$ cat src/rtl/spi_sync_edge.sv
// rtl/spi_sync_edge.sv - N-stage synchroniser with one-cycle rise/fall pulses
module spi_sync_edge #(
  parameter int   STAGES  = 2,
  parameter logic RST_VAL = 1'b0
) (
  input  logic clk,
  input  logic rst_n,
  input  logic din,
  output logic dout,
  output logic rise,
  output logic fall
);

  logic [STAGES-1:0] sync_q, sync_d;
  logic              hist_q, hist_d;

  // Shift the async input through the chain; the history flop trails the last stage by one cycle
  always_comb begin
    sync_d = {sync_q[STAGES-2:0], din};
    hist_d = sync_q[STAGES-1];
  end

  // Synchroniser and history registers
  always_ff @(posedge clk or negedge rst_n) begin
    if (!rst_n) begin
      sync_q <= {STAGES{RST_VAL}};
      hist_q <= RST_VAL;
    end else begin
      sync_q <= sync_d;
      hist_q <= hist_d;
    end
  end

  assign dout = sync_q[STAGES-1];
  assign rise = dout & ~hist_q;
  assign fall = ~dout & hist_q;

endmodule

$ cat src/rtl/spi_slave_core.sv
// rtl/spi_slave_core.sv - byte-oriented SPI mode-0 slave, oversampled in sys_clk
module spi_slave_core #(
  parameter int SYNC_STAGES = 2
) (
  input  logic       sys_clk,
  input  logic       rst_n,
  input  logic       CS_N,
  input  logic       SCK,
  input  logic       MOSI,
  input  logic [7:0] txd_data,
  output logic       MISO,
  output logic [7:0] rxd_data,
  output logic       rxd_flag,
  output logic       txd_flag
);

  localparam int BYTE_W = 8;

  logic cs_sync, cs_fall, cs_rise_unused;
  logic sck_level_unused, sck_rise, sck_fall;
  logic mosi_s;

  logic [SYNC_STAGES-1:0] mosi_sync_q, mosi_sync_d;
  logic [2:0]             bit_cnt_q, bit_cnt_d;
  logic [BYTE_W-1:0]      rx_shift_q, rx_shift_d;
  logic [BYTE_W-1:0]      tx_shift_q, tx_shift_d;
  logic [BYTE_W-1:0]      rxd_data_q, rxd_data_d;
  logic                   miso_q, miso_d;
  logic                   rxd_flag_q, rxd_flag_d;
  logic                   txd_flag_q, txd_flag_d;

  spi_sync_edge #(.STAGES(SYNC_STAGES), .RST_VAL(1'b1)) u_cs_sync (
    .clk  (sys_clk),
    .rst_n(rst_n),
    .din  (CS_N),
    .dout (cs_sync),
    .rise (cs_rise_unused),
    .fall (cs_fall)
  );

  spi_sync_edge #(.STAGES(SYNC_STAGES), .RST_VAL(1'b0)) u_sck_sync (
    .clk  (sys_clk),
    .rst_n(rst_n),
    .din  (SCK),
    .dout (sck_level_unused),
    .rise (sck_rise),
    .fall (sck_fall)
  );

  // MOSI needs only the level chain, kept the same depth so it lines up with SCK edges
  always_comb begin
    mosi_sync_d = {mosi_sync_q[SYNC_STAGES-2:0], MOSI};
  end

  assign mosi_s = mosi_sync_q[SYNC_STAGES-1];

  // Deselect dominates; select loads the first tx byte; SCK rise samples, SCK fall shifts or reloads
  always_comb begin
    bit_cnt_d  = bit_cnt_q;
    rx_shift_d = rx_shift_q;
    tx_shift_d = tx_shift_q;
    rxd_data_d = rxd_data_q;
    miso_d     = miso_q;
    rxd_flag_d = 1'b0;
    txd_flag_d = 1'b0;
    if (cs_sync) begin
      bit_cnt_d  = 3'd0;
      rx_shift_d = '0;
      miso_d     = 1'b0;
    end else if (cs_fall) begin
      bit_cnt_d  = 3'd0;
      tx_shift_d = txd_data;
      miso_d     = txd_data[BYTE_W-1];
      txd_flag_d = 1'b1;
    end else if (sck_rise) begin
      rx_shift_d = {rx_shift_q[BYTE_W-2:0], mosi_s};
      bit_cnt_d  = bit_cnt_q + 3'd1;
      if (bit_cnt_q == 3'd7) begin
        rxd_data_d = {rx_shift_q[BYTE_W-2:0], mosi_s};
        rxd_flag_d = 1'b1;
      end
    end else if (sck_fall) begin
      if (bit_cnt_q == 3'd0) begin
        tx_shift_d = txd_data;
        miso_d     = txd_data[BYTE_W-1];
        txd_flag_d = 1'b1;
      end else begin
        tx_shift_d = {tx_shift_q[BYTE_W-2:0], 1'b0};
        miso_d     = tx_shift_q[BYTE_W-2];
      end
    end
  end

  // Datapath and strobe registers
  always_ff @(posedge sys_clk or negedge rst_n) begin
    if (!rst_n) begin
      mosi_sync_q <= '0;
      bit_cnt_q   <= 3'd0;
      rx_shift_q  <= '0;
      tx_shift_q  <= '0;
      rxd_data_q  <= '0;
      miso_q      <= 1'b0;
      rxd_flag_q  <= 1'b0;
      txd_flag_q  <= 1'b0;
    end else begin
      mosi_sync_q <= mosi_sync_d;
      bit_cnt_q   <= bit_cnt_d;
      rx_shift_q  <= rx_shift_d;
      tx_shift_q  <= tx_shift_d;
      rxd_data_q  <= rxd_data_d;
      miso_q      <= miso_d;
      rxd_flag_q  <= rxd_flag_d;
      txd_flag_q  <= txd_flag_d;
    end
  end

  assign MISO     = miso_q;
  assign rxd_data = rxd_data_q;
  assign rxd_flag = rxd_flag_q;
  assign txd_flag = txd_flag_q;

endmodule

$ cat config.mk
export PLATFORM = sky130hd
export DESIGN_NAME = spi_slave_core
export DESIGN_NICKNAME = d
export VERILOG_FILES = /design/src/rtl/spi_sync_edge.sv /design/src/rtl/spi_slave_core.sv
export SDC_FILE = /design/constraint.sdc
export NUM_CORES = 1
export LEC_CHECK = 0
export ABC_AREA = 1
export BUFFER_PORTS_ARGS = -buffer_cell sky130_fd_sc_hd__clkbuf_2
export CORE_AREA = 2 2 58 66
export DETAILED_ROUTE_END_ITERATION = 6
export DIE_AREA = 0 0 60 68
export GPL_TIMING_DRIVEN = 0
export MAX_ROUTING_LAYER = met4
export PLACE_DENSITY = 0.67
export SLEW_MARGIN = 20
export SYNTH_ARGS = -nofsm -noshare
export SYNTH_HDL_FRONTEND = slang
export SYNTH_HIERARCHICAL = 1
export SYNTH_SLANG_ARGS = --single-unit
$ cat constraint.sdc
create_clock -name sys_clk -period 1.6 [get_ports sys_clk]
set_input_delay 0.08 -clock sys_clk [delete_from_list [all_inputs] [get_ports sys_clk]]
set_output_delay 0.08 -clock sys_clk [all_outputs]
set_load 0.02 [all_outputs]
[After elaboration in Yosys (flattened, before gate mapping)]
Index checks and enable logic that the tools add are counted.
Cells by class
  $add $sub $neg: 1
  multipliers: 0
  div/mod/pow operators: 0
  order comparisons: 0
  equality and inequality tests: 4
  shift-type cells: 0
  mux-type cells: 24
  bitwise gates (word level): 7
  reduce and logical (&&, ||, !) cells: 9
Operators with widths (number)
  $mux 7: 7
  $mux 1: 14
  $mux 3: 3
  $reduce_bool 3->1: 2
  $not 1->1: 4
  $reduce_and 2->1: 2
  $reduce_and 4->1: 1
  $reduce_bool 2->1: 2
  $add 3x1->3 const B: 1
  $and 1x1->1: 3
  $eq 3x3->1 const B: 1
  $logic_not 3->1: 1
  $ne 3x2->1 const B: 1
  $reduce_and 3->1: 1
  $ne 2x1->1 const B: 1
  $ne 2x2->1 const B: 1
Word-level totals
  register bits after elaboration: 36
  bits in latches: 0
  RAM bits: 0
  bits in read-only memories: 0
  bits of input ports: 13
  output and inout bits: 11
  word-level logic and storage cells: 57
  memories: 0

[Longest topological paths before layout]
  depth in word-level cells: 6
  mapped depth: 8
  mapped depth without buffers: 8

[By module]
Netlist, hierarchy kept.
By module, submodules not included
  spi_slave_core: times used 1, cells each 154, area each 1338.8 um^2, seq. area each 750.7 um^2
  spi_sync_edge (u_cs_sync): times used 1, cells each 7, area each 93.8 um^2, seq. area each 78.8 um^2
  spi_sync_edge (u_sck_sync): times used 1, cells each 7, area each 90.1 um^2, seq. area each 75.1 um^2

[Worst setup path after synthesis]
No wires, ideal clock.
  kind: register to register
  start point: register u_cs_sync.hist_q
  end point: register miso_q, in the netlist MISO
  library setup time: 0.117 ns
  arrival time: 1.248 ns
  required time: 1.483 ns
  path slack: 0.234 ns
  stages on the path, launching flop included: 8
  path buffers: 0
  clock period less this slack: 1.366 ns
  path through: dfstp_2 inv_1 nor2_1 inv_2 nand2_1 nand2_1 nand3_1 nand2_1
Between the ends
  cells in the longest elaborated chain, start to end: 3
  elaborated cells between the ends (all ways): 6
  those cells by class: eq/ne: 1; mux: 2; bitwise: 1; reduce/logical: 2
Ends and longest elaborated chain
  start, declared: line spi_sync_edge.sv:15  | logic hist_q, hist_d;
  start signal, assigned: line spi_sync_edge.sv:30  | hist_q <= hist_d;
  $and 1x1->1 (*): line spi_sync_edge.sv:36  | assign fall = ~dout & hist_q;
  via cs_fall: line spi_slave_core.sv:19  | logic cs_sync, cs_fall, cs_rise_unused;
  $ne 3x2->1 (no line) (tied with other cells)
  $reduce_and 2->1 (no line) / $mux 1 (equally long branches)
  end signal, assigned: line spi_slave_core.sv:111  | miso_q <= miso_d;
  end, declared: line spi_slave_core.sv:28  | logic miso_q, miso_d;
The timed path passes the listed nets; every way through them passes the cells marked *.
A chain may end at the register's enable or synchronous reset.

[Worst setup path in the final report]
  start point: register u_cs_sync.sync_q[1]
  end point: register rxd_data_q[7], in the netlist rxd_data[7]
Between the ends
  cells in the longest elaborated chain, start to end: 4
Ends and longest elaborated chain
  start, declared: line spi_sync_edge.sv:14  | logic [STAGES-1:0] sync_q, sync_d;
  start signal, assigned: line spi_sync_edge.sv:26  | sync_q <= {STAGES{RST_VAL}};
  start signal, assigned: line spi_sync_edge.sv:29  | sync_q <= sync_d;
  $not 1->1 (no line)
  $and 1x1->1: line spi_sync_edge.sv:36
  via cs_fall: line spi_slave_core.sv:19
  $not 1->1 (no line)
  $reduce_and 4->1 (no line)
  end signal, assigned: line spi_slave_core.sv:110  | rxd_data_q <= rxd_data_d;
  end, declared: line spi_slave_core.sv:27  | logic [BYTE_W-1:0] rxd_data_q, rxd_data_d;
The timed path passes the listed nets, and every way through them passes these cells.

==> key figures <==
Global route
  – Global-route track usage on met2: 0.2337
  – First-pass GRT wire length: 4291 um
  – Initial antenna violation count: 0
  – Number of global-route vias before repair: 1014
  – Met1 Use GR: 0.1717
  – Total track usage: 0.1476
  – Remaining Overflow, GRT: 0
  – Largest net degree at the start of global routing: 37
  – Top Usage Layer GRT: met2
  – GR Layer Usage met3: 0.05104

Flow run
  – # Max-Cap Violations: 0

STA
  – Hold Vio Cnt, Final: 0
  – Clk_skew: 3.082 ps
  – Final setup fails: 0
  – Count of final max-slew check failures: 0
  – Fin crit period: 1404 ps
  – Worst-Margin Slew: 860.0 ps
  – Relative slew slack: 0.4267
  – Setup TNS: 0 ps
  – Fmax: 0.7121 GHz
  – Fin crit share: 0.8777
  – RSZ-0062 raised after global routing: no

Drt
  – Post-route ant nets: 0
  – Vias: 1113
  – Final wirelength: 2425 um
  – DRC Markers: 0
  – DR vias/cell: 4.434
  – Initial drt markers: 52
  – 1st-pass router iterations: 4
  – Wire length per cell: 9.661 um

Outcome
  – Outcome: finished, final reports clean

Place
  – I/O Buffers: 23
  – Inst Count DP: 239
  – Dpl hpwl: 1725 um
  – Gpl congestion: 0.7780

Floorplan
  – Core Rows: 23
  – Die height: 68 um
  – Core Region: 3482 um2
  – Die X-Extent: 60 um
  – # IOs: 24
  – Die area: 4080 um2
  – Starting Density: 0.4351

Synthesis
  – Syn avg cell area: 9.128 um2
  – Mapped Nets: 182
  – Synth Instances: 166
  – Mapped Area: 1515 um2
  – Synth warnings: 6

CTS
  – CTS tree: yes
  – Worst skew pair latency: 280 ps
  – Setup repair bufs after CTS: 0
  – H-tree lvl count: 2
  – Number of buffers created by CTS: 5
  – CTS sink cnt: 36
  – Root buffer cell: clkbuf_8
  – CTS max path bufs: 2
  – Clock transition at path regs: 60 ps

Power
  – Sw Share: 0.2350
  – Sequential Power Share: 0.550
  – Static leakage power: 0.9985 nW
  – PwrDens: 989.0 nW/um2
  – Int Power: 1.381 mW
  – Clk pwr share: 0.354
  – Gate power share: 0.096
  – P_sw: 0.4243 mW
  – Max IR drop VDD: 736.1 uV
  – Pwr Total: 1.805 mW

Setup path
  – Critical Path Start Type: flip-flop
  – Crit path kind: flip-flop to flip-flop
  – Crit Path Max Fanout: 10
  – Crit path DAT: 1570 ps
  – Crit Reg-Reg Endpoint: rxd_data[7]
  – Worst reg2reg path depth: 6
  – Crit end category: flip-flop
  – Critical Path RT: 1770 ps
  – R2R setup slack: 200 ps
  – R2R Path Start: u_cs_sync/sync_q[1]

Finish
  – Fin cells: 251
  – Most frequent cells in the layout: 47 x nand2_1, 33 x dfrtp_1, 29 x inv_1
  – N_diodes: 0
  – Commonest non-fill, non-tap cell in the layout: nand2_1
  – # nets final: 216
  – Share of post-route cells with drive strength above 1: 0.2189
  – Synth-to-layout area growth: 20.48%

Min path
  – WHS Path Cells: 3
  – Hold Crit Start: txd_data[0]
  – Hold path endpoint: tx_shift_q[0]
  – Min-delay worst type: primary input to flip-flop
how the worst max path moves through the flow:
| stage | cells after the start | end | slack [ps] | startpoint |
|---|---|---|---|---|
| global placement | 7 | tx_shift_q[3] | 110 | u_cs_sync/hist_q |
| floorplan | 7 | MISO | 250 | u_cs_sync/hist_q |
| global route | 7 | MISO | 20 | bit_cnt_q[0] |
| finish | 6 | rxd_data[7] | 200 | u_cs_sync/sync_q[1] |
| detailed placement | 7 | tx_shift_q[3] | 110 | u_cs_sync/hist_q |
| CTS | 7 | MISO | 100 | u_cs_sync/hist_q |
metrics by stage:
stage / setup WS, ps / hold slack, ps / instance area [um2] / utilization
2_1_floorplan: 249.3 / -215.6 / 1515 / -
3_3_place_gp: 108.3 / 167.0 / 1693 / 0.4862
5_1_grt: 20.73 / 53.60 / 1826 / 0.5243
6_report: 195.7 / 24.84 / 1826 / 0.5243
4_1_cts: 96.51 / 18.56 / 1823 / 0.5235
3_5_place_dp: 107.6 / 169.2 / 1693 / 0.4862
power groups by stage:
stage | Combinational, mW | Sequential, mW | Clock (mW)
floorplan | 0.107 | 1.01 | 0
global placement | 0.166 | 1.01 | 0
detailed placement | 0.168 | 1.01 | 0
CTS | 0.177 | 0.994 | 0.667
global route | 0.203 | 0.999 | 0.716
finish | 0.173 | 0.993 | 0.639
layout make-up:
| cell class | count | area (um2) |
|---|---|---|
| Sequential cell | 36 | 904.6 |
| Fill cell | 367 | 1657 |
| Timing Repair Buffer | 27 | 155.1 |
| Buffer | 1 | 11.26 |
| Inverter | 32 | 120.1 |
| Tap cell | 50 | 62.56 |
| Multi-Input combinational cell | 97 | 481.7 |
| Clock buffer | 8 | 90.09 |
repair_timing:
action                                  4_1_cts  5_1_grt
gates resized for setup                       0        1
endpoints found under the hold margin        36        0
endpoints found under the setup margin        0        7
hold buffers                                  4        0
critical path, cell delays in order (launching register included):
cell and delay [ps]:
dfstp_2 610, nor2_2 90, nor2_4 150, nand2_4 110, buf_6 170, o21ai_1 110
nand2_1 60
layer usage:
metal	routed length, um	part of all wire	vias up
li1	-	-	582
met1	1162	0.48	498
met2	1133	0.47	31
met3	115	0.047	2
met4	14	0.0058	0
met5	0	0	-
sequential cells by signal, summed over array words and instances, names as in the netlist:
register / cells
mosi_sync_q: 2
rxd_data: 8
rxd_flag: 1
u_sck_sync/hist_q: 1
tx_shift_q: 7
bit_cnt_q: 3
MISO: 1
u_cs_sync/hist_q: 1
u_sck_sync/sync_q: 2
rx_shift_q: 7
u_cs_sync/sync_q: 2
txd_flag: 1
No activity file was read; power rests on OpenSTA's default activity.
